**src/rtl/i_encoder_writer.sv**
```systemverilog
// i_encoder_writer
//
// I-type instruction encoder and program-memory writer. Accepts one-hot
// I-type operation flags with rs/rt/imm fields over a valid/ready handshake,
// packs them into 32-bit MIPS words {opcode, rs, rt, imm} and writes them
// sequentially from BASE_ADDR through a write port with backpressure.
//
// Parameters:
//   BASE_ADDR  byte address of the first word written
//   DEPTH      number of words written before full
//
// Ports:
//   clk, rst       clock, synchronous active-high reset
//   clear          synchronous restart (rewind address, clear count and errors)
//   in_valid       request valid
//   in_ready       block can accept a request
//   op             one-hot op select (addi .. lui, bits 0..15)
//   rs, rt, imm    instruction fields
//   mem_we         memory write request
//   mem_addr       word-aligned byte address of the write
//   mem_wdata      encoded instruction word
//   mem_ready      memory accepts the write this cycle
//   full           DEPTH words have been written
//   err            sticky: at least one request had an invalid op
//   err_count      rejected requests, saturating at 255
//   word_count     words successfully written
//
// Build option:
//   I_ENC_FIELD_FIX_EN  when defined, bgez forces rt = 1 (REGIMM sub-code)
//                       and lui forces rs = 0.

module i_encoder_writer #(
    parameter logic [31:0] BASE_ADDR = 32'h0000_0000,
    parameter int unsigned DEPTH     = 256
) (
    input  logic                         clk,
    input  logic                         rst,
    input  logic                         clear,
    input  logic                         in_valid,
    output logic                         in_ready,
    input  logic [15:0]                  op,
    input  logic [4:0]                   rs,
    input  logic [4:0]                   rt,
    input  logic [15:0]                  imm,
    output logic                         mem_we,
    output logic [31:0]                  mem_addr,
    output logic [31:0]                  mem_wdata,
    input  logic                         mem_ready,
    output logic                         full,
    output logic                         err,
    output logic [7:0]                   err_count,
    output logic [$clog2(DEPTH+1)-1:0]   word_count
);

    localparam int unsigned CW = $clog2(DEPTH + 1);
    localparam logic [CW-1:0] DepthW = CW'(DEPTH);

    typedef enum logic [1:0] {
        StIdle,
        StWrite,
        StFull
    } state_e;

    state_e          state_q, state_d;
    logic [31:0]     wdata_q, wdata_d;
    logic [CW-1:0]   count_q, count_d;
    logic            err_q, err_d;
    logic [7:0]      errcnt_q, errcnt_d;

    // Encoder datapath
    logic [5:0]      opcode;
    logic            op_onehot;
    logic [4:0]      rs_eff;
    logic [4:0]      rt_eff;
    logic [31:0]     enc_word;
    logic [CW-1:0]   count_inc;

    always_comb begin
        opcode = 6'b000000;
        case (op)
            16'h0001: opcode = 6'b001000; // addi
            16'h0002: opcode = 6'b001001; // addiu
            16'h0004: opcode = 6'b001100; // andi
            16'h0008: opcode = 6'b001110; // xori
            16'h0010: opcode = 6'b001101; // ori
            16'h0020: opcode = 6'b000100; // beq
            16'h0040: opcode = 6'b000101; // bne
            16'h0080: opcode = 6'b000110; // blez
            16'h0100: opcode = 6'b000111; // bgtz
            16'h0200: opcode = 6'b000001; // bgez (REGIMM)
            16'h0400: opcode = 6'b100011; // lw
            16'h0800: opcode = 6'b101011; // sw
            16'h1000: opcode = 6'b100000; // lb
            16'h2000: opcode = 6'b101000; // sb
            16'h4000: opcode = 6'b001010; // slti
            16'h8000: opcode = 6'b001111; // lui
            default:  opcode = 6'b000000;
        endcase
    end

    // Exactly one bit set: non-zero and clearing the lowest set bit leaves zero.
    assign op_onehot = (op != 16'h0000) && ((op & (op - 16'h0001)) == 16'h0000);

    always_comb begin
        rs_eff = rs;
        rt_eff = rt;
`ifdef I_ENC_FIELD_FIX_EN
        if (op == 16'h0200) begin
            rt_eff = 5'b00001;
        end
        if (op == 16'h8000) begin
            rs_eff = 5'b00000;
        end
`else
        // Fields packed exactly as supplied.
`endif
    end

    assign enc_word  = {opcode, rs_eff, rt_eff, imm};
    assign count_inc = count_q + 1'b1;

    // Next-state logic
    always_comb begin
        state_d  = state_q;
        wdata_d  = wdata_q;
        count_d  = count_q;
        err_d    = err_q;
        errcnt_d = errcnt_q;

        if (clear) begin
            // Abandons any pending write; a same-cycle mem_ready is ignored.
            state_d  = StIdle;
            count_d  = '0;
            err_d    = 1'b0;
            errcnt_d = 8'd0;
        end else begin
            unique case (state_q)
                StIdle: begin
                    if (in_valid) begin
                        if (op_onehot) begin
                            wdata_d = enc_word;
                            state_d = StWrite;
                        end else begin
                            err_d = 1'b1;
                            if (errcnt_q != 8'hFF) begin
                                errcnt_d = errcnt_q + 8'd1;
                            end
                        end
                    end
                end
                StWrite: begin
                    if (mem_ready) begin
                        count_d = count_inc;
                        state_d = (count_inc == DepthW) ? StFull : StIdle;
                    end
                end
                StFull: begin
                    state_d = StFull;
                end
                default: begin
                    state_d = StIdle;
                end
            endcase
        end
    end

    always_ff @(posedge clk) begin
        if (rst) begin
            state_q  <= StIdle;
            wdata_q  <= 32'h0000_0000;
            count_q  <= '0;
            err_q    <= 1'b0;
            errcnt_q <= 8'd0;
        end else begin
            state_q  <= state_d;
            wdata_q  <= wdata_d;
            count_q  <= count_d;
            err_q    <= err_d;
            errcnt_q <= errcnt_d;
        end
    end

    // Outputs
    assign in_ready   = (state_q == StIdle) && !clear;
    assign mem_we     = (state_q == StWrite);
    assign full       = (state_q == StFull);
    // Count is frozen while in WRITE, so the address is stable for the whole write.
    assign mem_addr   = BASE_ADDR + (32'(count_q) << 2);
    assign mem_wdata  = wdata_q;
    assign err        = err_q;
    assign err_count  = errcnt_q;
    assign word_count = count_q;

endmodule

```
**config.mk**
```make
export PLATFORM = sky130hd
export DESIGN_NAME = i_encoder_writer
export DESIGN_NICKNAME = d
export VERILOG_FILES = /design/src/rtl/i_encoder_writer.sv
export SDC_FILE = /design/constraint.sdc
export NUM_CORES = 1
export LEC_CHECK = 0
export CAP_MARGIN = 30
export CORE_MARGIN = 1.5
export CORE_UTILIZATION = 38
export DETAILED_ROUTE_END_ITERATION = 8
export PLACE_DENSITY = 0.77
export RECOVER_POWER = 25
export SYNTH_ARGS = -nofsm -noshare
export SYNTH_HDL_FRONTEND = slang
export SYNTH_SLANG_ARGS = --single-unit
```
**constraint.sdc**
```tcl
create_clock -name clk -period 2.6 [get_ports clk]
set_input_delay 0.39 -clock clk [delete_from_list [all_inputs] [get_ports clk]]
set_output_delay 0.39 -clock clk [all_outputs]
set_load 0.1 [all_outputs]
```
==> reports/results.ini <==
[synthesis]
synth_top_cell_by_area=dfxtp_1
yosys_warnings=0
ys_types=55
synth_top_cell_area_share_pct=34.0
netlist_area_sq_um=3000
yosys_register_bits=51
synthCells=350
synthAdderAreaFrac_pct=1.58
synthSimpleGateAreaFrac_pct=24.7
muxShareOfSynthArea_pct=9.67
synth_xor_area_share_pct=4.96
synth-seq-area-share_pct=34.0
ys.flop_type=dfxtp_1
synth_compound_area_share_pct=12.9
synth.area.top_cells=dfxtp_1 (34%), mux2i_1 (9.7%), buf_4 (8.3%), nor2_1 (6.1%), xor2_1 (2.9%)
syn_avg_cell_area_sq_um=8.57
synth_top_family_by_area=simple AND/OR/NAND/NOR gates
yosysMostFrequentCell=dfxtp_1
synth-async-reset-ratio_pct=0
synth_edf_count=0
synth_commonest_cells=dfxtp_1 (51), nor2_1 (49), buf_4 (33)

[min_path]
hold_class=register to register

[route]
wire_per_inst_um=13.7
drc=0
wl_um=8030
first_iter_violations=169
via_per_inst=5.04
drt_pass1_iterations=4
vias=2946
ant_nets=0

[clocking]
clk_pin_slew_ps=90
htreeDepth=2
root_buffer=clkbuf_8
clk_latency_ps=290
cts_buffer_depth=2
cts_tree=yes
cts_buffers=5
cts.sinks=51
ctsHoldBuffers=0

[floorplanning]
num_rows=32
coreArea_sq_um=7690
die_area_sq_um=8440
ios=132
initial_core_util_pct=39.0
die_y_um=91.9
die_w_um=91.9

[global_routing]
grt_overflow=0
grt_max_degree=33
grt_pass1_wl_um=13100
grt_pass1_vias=2847
antenna_found_initial=0
grt_util_all_layers_pct=18.9

[final_layout]
design_area_sq_um=4370
area_delta_synth_final_pct=45.7
nNetsFinal=532
num_antenna_cells=0
layout-drive-gt1-share_pct=23.9

[sta]
hold_viol_final=0
tightest_slew_ps=1220
setup_viol=0
slew_headroom_pct=18.9
holdWs_ps=457
final.min_clock_period_ps=2570
fmax_mhz=389
setup_ws_ps=27.2
final-max-slew-violation-count=0
skew_ps=6.86
finalCritPeriodShare_pct=99.0

[power_and_ir_drop]
leakagePower_uw=0.00174
peakVddDrop_uv=346
p_per_area_nw_per_um2=386

[setup_path]
critPathMaxFanout=3
worstSetupPathType=input port to register
startpoint_type=input port
required_ps=2830
endpoint_kind=register
arrival_ps=2810

[placed_design]
port-buffer-count=107
place_worst_setup_slack_ps=-428
routabilityCongestion=0.846
dpl.hpwl_um=5790
dpl_cell_area_sq_um=4090

[flow_run]
max-cap-violations=0

[run_status]
status=finished, final reports clean

## cell usage in the layout (no fill, tap or decap), types with 4 or more instances in the layout
| master | synthesis | layout |
|---|---|---|
| clkbuf_1 | 13 | 28 |
| and3_1 | 5 | 5 |
| clkbuf_8 | 0 | 5 |
| nand3_1 | 8 | 8 |
| buf_6 | 3 | 4 |
| dlygate4sd2_1 | 0 | 7 |
| nor3_4 | 1 | 4 |
| clkdlybuf4s15_1 | 0 | 4 |
| nor2_1 | 49 | 49 |
| xnor2_1 | 7 | 7 |
| o211ai_1 | 4 | 4 |
| conb_1 | 1 | 24 |
| nor4_1 | 8 | 6 |
| dfxtp_1 | 51 | 51 |
| or4_1 | 7 | 6 |
| o31ai_1 | 8 | 7 |
| or2_4 | 1 | 4 |
| or3_1 | 8 | 7 |
| buf_4 | 33 | 72 |
| nand4_1 | 4 | 4 |
| nor3_1 | 8 | 6 |
| nand2_1 | 17 | 17 |
| a21oi_1 | 12 | 12 |
| nand2b_1 | 4 | 4 |
| o21ai_0 | 9 | 9 |
| clkdlybuf4s50_1 | 0 | 34 |
| mux2i_1 | 29 | 27 |
| xor2_1 | 10 | 10 |
## logic make-up after synthesis
logic type               Yosys count
adder cells (fa/ha/maj)            4
buffers and inverters             56
XOR/XNOR                          17
AND/OR/NAND/NOR                  138
AO/OA/AOI/OAI                     54
multiplexers                      29
other                              1
flip-flops                        51
## what timing repair did
action,4_1_cts,5_1_grt
resized for setup,31,11
gates cloned,3,0
endpoints found under the setup margin,35,21
endpoints found under the hold margin,0,0
buffers inserted,7,2
pin swaps,12,12
## power by group
| part | total, uW | internal (uW) | leakage, uW | switching [uW] |
|---|---|---|---|---|
| logic | 383 | 118 | 0.00127 | 266 |
| clock network | 521 | 282 | 0.0000513 | 239 |
| registers | 784 | 782 | 0.000411 | 1.67 |
| total | 1690 | 1180 | 0.00174 | 506 |
## per-stage QoR
| stage | std cells | TNS [ps] | power, uW | utilization (%) |
|---|---|---|---|---|
| 6_report | 584 | 0 | 1690 | 56.9 |
| 5_1_grt | 584 | -36.7 | 1750 | 56.9 |
| 4_1_cts | 582 | 0 | 1700 | 57.5 |
| 3_5_place_dp | 565 | -15360 | 1170 | 53.2 |
| 3_3_place_gp | 565 | -15010 | 1170 | 53.2 |
| 2_1_floorplan | 373 | 0 | 1070 | - |
## worst max-delay path, cell delays in order
cell	delay (ps)
dlygate4sd2_1	240
or4_4	570
buf_4	180
nor3_4	230
buf_4	150
nand2_1	70
nor4b_1	490
buf_4	210
or4_1	120
mux2i_1	70
nor2_1	80
## registers in the layout, indices dropped and copies added (netlist names)
signal,cells
word_count,9
state_q,2
err_count,8
mem_wdata,31
err,1
## layout make-up
type / instances / area [sq um]
clock buffers: 6 / 72.6
clock inverters: 1 / 30.0
fillers: 719 / 3310
inverters: 3 / 11.3
multi-input cells: 266 / 1830
flip-flops and latches: 51 / 1020
well taps: 102 / 128
repair buffers: 155 / 1280
## routing by layer
metal  wire length [um]  vias up  GRT usage [%]
li1                   -     1451              -
met1               3390     1374           21.9
met2               3870      104           32.8
met3                537       17           5.14
met4                232        0           7.56
met5                  0        -              0
## final timing paths
| kind | startpoint | slack (ps) | depth (start not counted) | endpoint |
|---|---|---|---|---|
| setup / recovery | op[10] | 30 | 11 | mem_wdata[27] |
| hold / removal | err | 460 | 2 | err |
| setup reg to reg | word_count[0] | 650 | 7 | state_q[1] |
| hold reg to reg | err | 460 | 2 | err |
Power figures use the tool's default switching activity.
